[src/rtl/xfer_sequencer.sv]
// xfer_sequencer: Start/Done handshaked controller for the memory-to-memory
// transfer datapath. It loads memory A, then pairs A words into memory B.
// It keeps shadow copies of counterA/counterB so that an abort can walk
// both counters back to zero without a reset.
module xfer_sequencer #(
  parameter int unsigned A_DEPTH = 8,
  parameter int unsigned B_DEPTH = 4
) (
  input  logic       clock,
  input  logic       Reset,
  input  logic       Start,
  input  logic       InValid,
  input  logic       Hold,
  input  logic       Abort,
  output logic       WEA,
  output logic       IncA,
  output logic       WEB,
  output logic       IncB,
  output logic       Busy,
  output logic       Done,
  output logic       Aborted,
  output logic [2:0] ps,
  output logic [2:0] ns
);

  localparam int unsigned AW = (A_DEPTH > 1) ? $clog2(A_DEPTH) : 1;
  localparam int unsigned BW = (B_DEPTH > 1) ? $clog2(B_DEPTH) : 1;
  localparam logic [AW-1:0] A_LAST = AW'(A_DEPTH - 1);
  localparam logic [BW-1:0] B_LAST = BW'(B_DEPTH - 1);

  typedef enum logic [2:0] {
    IDLE    = 3'd0,
    LOAD    = 3'd1,
    RD_EVEN = 3'd2,
    RD_ODD  = 3'd3,
    DONE    = 3'd4,
    REALIGN = 3'd5
  } state_t;

  state_t        state, state_nx;
  state_t        abort_to;
  logic [AW-1:0] ptra;
  logic [BW-1:0] ptrb;
  logic [AW-1:0] lcnt;

  assign ps   = state;
  assign ns   = state_nx;
  assign Busy = (state != IDLE);

  // An abort with both counters already at zero needs no re-alignment.
  assign abort_to = (ptra == '0 && ptrb == '0) ? IDLE : REALIGN;

  // Next-state decode and strobe generation; Abort and Reset override all.
  always_comb begin
    state_nx = state;
    WEA      = 1'b0;
    IncA     = 1'b0;
    WEB      = 1'b0;
    IncB     = 1'b0;
    Done     = 1'b0;
    Aborted  = 1'b0;
    if (Reset) begin
      state_nx = IDLE;
    end else begin
      case (state)
        IDLE: begin
          if (Start) state_nx = LOAD;
        end
        LOAD: begin
          if (Abort) begin
            state_nx = abort_to;
            Aborted  = (abort_to == IDLE);
          end else if (InValid) begin
            WEA  = 1'b1;
            IncA = 1'b1;
            if (lcnt == A_LAST) state_nx = RD_EVEN;
          end
        end
        RD_EVEN: begin
          if (Abort) begin
            state_nx = abort_to;
            Aborted  = (abort_to == IDLE);
          end else if (!Hold) begin
            IncA     = 1'b1;
            state_nx = RD_ODD;
          end
        end
        RD_ODD: begin
          if (Abort) begin
            state_nx = abort_to;
            Aborted  = (abort_to == IDLE);
          end else begin
            WEB      = 1'b1;
            IncA     = 1'b1;
            IncB     = 1'b1;
            state_nx = (ptrb == B_LAST) ? DONE : RD_EVEN;
          end
        end
        DONE: begin
          Done     = 1'b1;
          state_nx = IDLE;
        end
        REALIGN: begin
          IncA = (ptra != '0);
          IncB = (ptrb != '0);
          // Next pointer is zero when it already is zero or is about to wrap.
          if ((ptra == '0 || ptra == A_LAST) && (ptrb == '0 || ptrb == B_LAST)) begin
            state_nx = IDLE;
            Aborted  = 1'b1;
          end
        end
        default: state_nx = IDLE;
      endcase
    end
  end

  // State register, shadow address pointers and load counter.
  always_ff @(posedge clock) begin
    if (Reset) begin
      state <= IDLE;
      ptra  <= '0;
      ptrb  <= '0;
      lcnt  <= '0;
    end else begin
      state <= state_nx;
      ptra  <= ptra + AW'(IncA);
      ptrb  <= ptrb + BW'(IncB);
      lcnt  <= (state_nx == LOAD) ? lcnt + AW'(WEA) : '0;
    end
  end

endmodule

[config.mk]
export PLATFORM = sky130hd
export DESIGN_NAME = xfer_sequencer
export DESIGN_NICKNAME = d
export VERILOG_FILES = /design/src/rtl/xfer_sequencer.sv
export SDC_FILE = /design/constraint.sdc
export NUM_CORES = 1
export LEC_CHECK = 0
export ABC_AREA = 1
export CAP_MARGIN = 40
export CORE_MARGIN = 1.5
export CORE_UTILIZATION = 35
export CTS_BUF_LIST = sky130_fd_sc_hd__clkbuf_8
export DETAILED_ROUTE_END_ITERATION = 12
export MAX_ROUTING_LAYER = met4
export SYNTH_ARGS = -nofsm -noshare
export SYNTH_HDL_FRONTEND = slang
export SYNTH_SLANG_ARGS = --single-unit
export TNS_END_PERCENT = 20
[constraint.sdc]
create_clock -name clock -period 2.4 [get_ports clock]
set_clock_uncertainty 0.15 [all_clocks]
set_input_delay 0.72 -clock clock [delete_from_list [all_inputs] [get_ports clock]]
set_output_delay 0.72 -clock clock [all_outputs]
set_load 0.02 [all_outputs]
==> impl_metrics.py <==
metrics = {
    "cts": {
        "cts_buffers": 3,
        "cts_root_buf": "clkbuf_8",
        "clockBufferDepth": 2,
        "clkTransAtPathRegs_ns": 0.05,
        "h-tree-depth": 1,
        "cts_tree": "done",
        "ctsHoldBuffers": 0,
        "cts_num_sinks": 11,
        "clock_latency_ns": 0.24,
    },
    "floorplan": {
        "num_rows": 16,
        "die-area_um2": 2520,
        "core_area_um2": 2020,
        "io_pins": 19,
        "die_x_um": 50.2,
        "initial_core_util": 0.385,
        "die_h_um": 50.2,
    },
    "grt": {
        "grt-busiest-layer": "met2",
        "grt_pass1_vias": 763,
        "grt_use_met2": 0.303,
        "grt_max_degree": 9,
        "grt_overflow": 0,
        "grtUsageMet3": 0.0357,
        "antenna_found_initial": 0,
        "grt_pass1_wl_um": 3230,
        "grt.met1_usage": 0.210,
        "track_usage": 0.176,
    },
    "critical_path": {
        "r2r_end": "lcnt[2]$_SDFF_PP0_",
        "rrSetupSlack_ns": 0.43,
        "start_kind": "input pin",
        "worstPathRequired_ns": 1.53,
        "critPathArrivalTime_ns": 1.52,
        "r2r_start": "ps[1]$_SDFF_PP0_",
        "worstPathMaxFanout": 6,
        "worstSetupPathType": "input pin to output pin",
        "end_kind": "output pin",
        "r2r_cells": 10,
    },
    "final_layout": {
        "nNetsFinal": 184,
        "area_growth_pct": 67.5,
        "drive_gt1_frac": 0.447,
        "diodes": 0,
    },
    "yosys": {
        "ys_ff_latch": 11,
        "synth_nets": 135,
        "yosys_warnings": 0,
        "synth.top_cell.area_share": 0.283,
        "syn_inst": 122,
        "synth_area_um2": 778,
        "synth_area_leaders": "dfxtp_1, nor2_1, ha_1",
        "synth_top_area_cell": "dfxtp_1",
        "yosysSeqAreaShare": 0.283,
        "avgSynthCellArea_um2": 6.38,
        "synth_cell_types": 19,
    },
    "sta": {
        "finalHoldViolCount": 0,
        "min_period_over_period": 0.996,
        "rsz0062_at_grt": "true",
        "max_freq_mhz": 418,
        "relSlewSlack": 0.845,
        "min_period_ns": 2.39,
        "setup_violations": 0,
        "tightest_slew_ns": 0.230,
        "slew_viol_final": 0,
        "final.setup.tns_ns": 0,
        "finalHoldWorstSlack_ns": 0.452,
    },
    "route": {
        "wl_per_cell_um": 11.1,
        "drt_iter0_markers": 17,
        "dr.pass1.iters": 4,
        "ant_nets": 0,
        "vias": 912,
        "vias_per_cell": 4.63,
        "drc_errors": 0,
        "wirelength_um": 2190,
    },
    "power": {
        "max-vdd-ir-drop_mv": 0.418,
        "powerDensity_nw_per_um2": 358,
        "p_leak_uw": 0.000679,
    },
    "placement": {
        "port_buffers": 18,
        "gp_congestion": 0.899,
        "place.detailed.hpwl_um": 1590,
    },
    "outcome": {
        "status": "finished clean",
    },
    "hold_path": {
        "hp-class": "register to register",
        "holdPathStages": 2,
        "min_to": "lcnt[2]$_SDFF_PP0_",
        "hp-start": "lcnt[2]$_SDFF_PP0_",
    },
    "run": {
        "drv_cap": 0,
    },
}
-- cell usage after synthesis --
cell      count
nand2_2       3
inv_2         2
nand3_1       6
clkbuf_1      2
inv_1        21
dfxtp_1      11
xnor2_1       3
nor2_2        2
nand3_2       1
o22ai_1       1
o21ai_0       3
nor2_1       25
a211oi_1      1
nand4_1       2
a21oi_1       4
a21oi_4       1
ha_1          7
nand2_1      22
nor3_1        5
-- layout by cell type, fill, tap and decap left out, drive strengths merged --
| master | synthesis | routed |
|---|---|---|
| clkdlybuf4s50 | 0 | 3 |
| dlygate4sd2 | 0 | 2 |
| nand2 | 25 | 25 |
| dfxtp | 11 | 11 |
| nand3 | 7 | 7 |
| nand4 | 2 | 2 |
| o21ai | 3 | 3 |
| dlymetal6s2s | 0 | 1 |
| o22ai | 1 | 1 |
| buf | 0 | 39 |
| inv | 23 | 24 |
| a21oi | 5 | 5 |
| nor2 | 27 | 27 |
| ha | 7 | 7 |
| xnor2 | 3 | 3 |
| a211oi | 1 | 1 |
| clkbuf | 2 | 4 |
| nor3 | 5 | 5 |
-- layer usage --
layer  vias to the layer above  wire length, µm
met4                         0               19
met1                       418             1040
met2                        15             1060
met3                         4               66
li1                        475                -
met5                         -                0
-- final cells by class --
class	count	area, µm²
tap	27	33.8
fill	189	718
multi-input combinational	86	544
clock buffer	3	41.3
clock inverter	1	3.75
inverter	23	86.3
timing repair buffer	46	367
sequential	11	228
-- registers in the layout, indices dropped and copies added (netlist names) --
register	flops
lcnt	3
ps	3
ptra	3
ptrb	2
-- critical path: stages --
cell     delay, ns
buf_8         0.09
nand4_1       0.12
buf_4         0.16
o22ai_2       0.13
inv_1         0.05
nor2_1        0.10
buf_4         0.14
-- stage by stage --
step | instance area, µm² | setup WS, ns | std cells | power (µW) | util
2_1_floorplan | 778 | 0.0988 | 122 | 229 | -
3_3_place_gp | 1140 | -0.914 | 186 | 270 | 0.565
3_5_place_dp | 1140 | -0.968 | 186 | 270 | 0.565
4_1_cts | 1240 | -0.0105 | 196 | 463 | 0.614
5_1_grt | 1300 | -0.0643 | 197 | 488 | 0.645
6_report | 1300 | 0.00930 | 197 | 467 | 0.645
-- power breakdown --
| group | leakage (µW) | switching, µW | internal (µW) |
|---|---|---|---|
| Clock | 0.0000269 | 75.3 | 113 |
| Sequential | 0.0000910 | 2.98 | 184 |
| Combinational | 0.000561 | 47.7 | 43.9 |
| Total | 0.000679 | 126 | 341 |
-- worst max-delay path by stage --
stage	from	endpoint	slack [ns]
2_1_floorplan	Abort	ns[2]	0.1
3_3_place_gp	Abort	ns[2]	-0.91
3_5_place_dp	Abort	IncA	-0.97
4_1_cts	Hold	IncA	-0.01
5_1_grt	ptrb[1]$_SDFF_PP0_	ns[0]	-0.06
6_report	Abort	Aborted	0.009
-- what timing repair did --
action / CTS / global route
buffers inserted: 6 / 1
hold endpoints to repair: 0 / 0
gates resized for setup: 74 / 18
pin swaps: 11 / 13
setup endpoints to repair: 15 / 7
-- cell families after synthesis --
group,count (synthesis),share of synthesized area
DFF,11,0.283
adders and majority gates,7,0.113
and+or+nand+nor,66,0.367
xor gates and xnor gates,3,0.0338
AOI/OAI and AO/OA,10,0.0836
buffers and inverters,25,0.121
(Power assumes the default switching activity.)
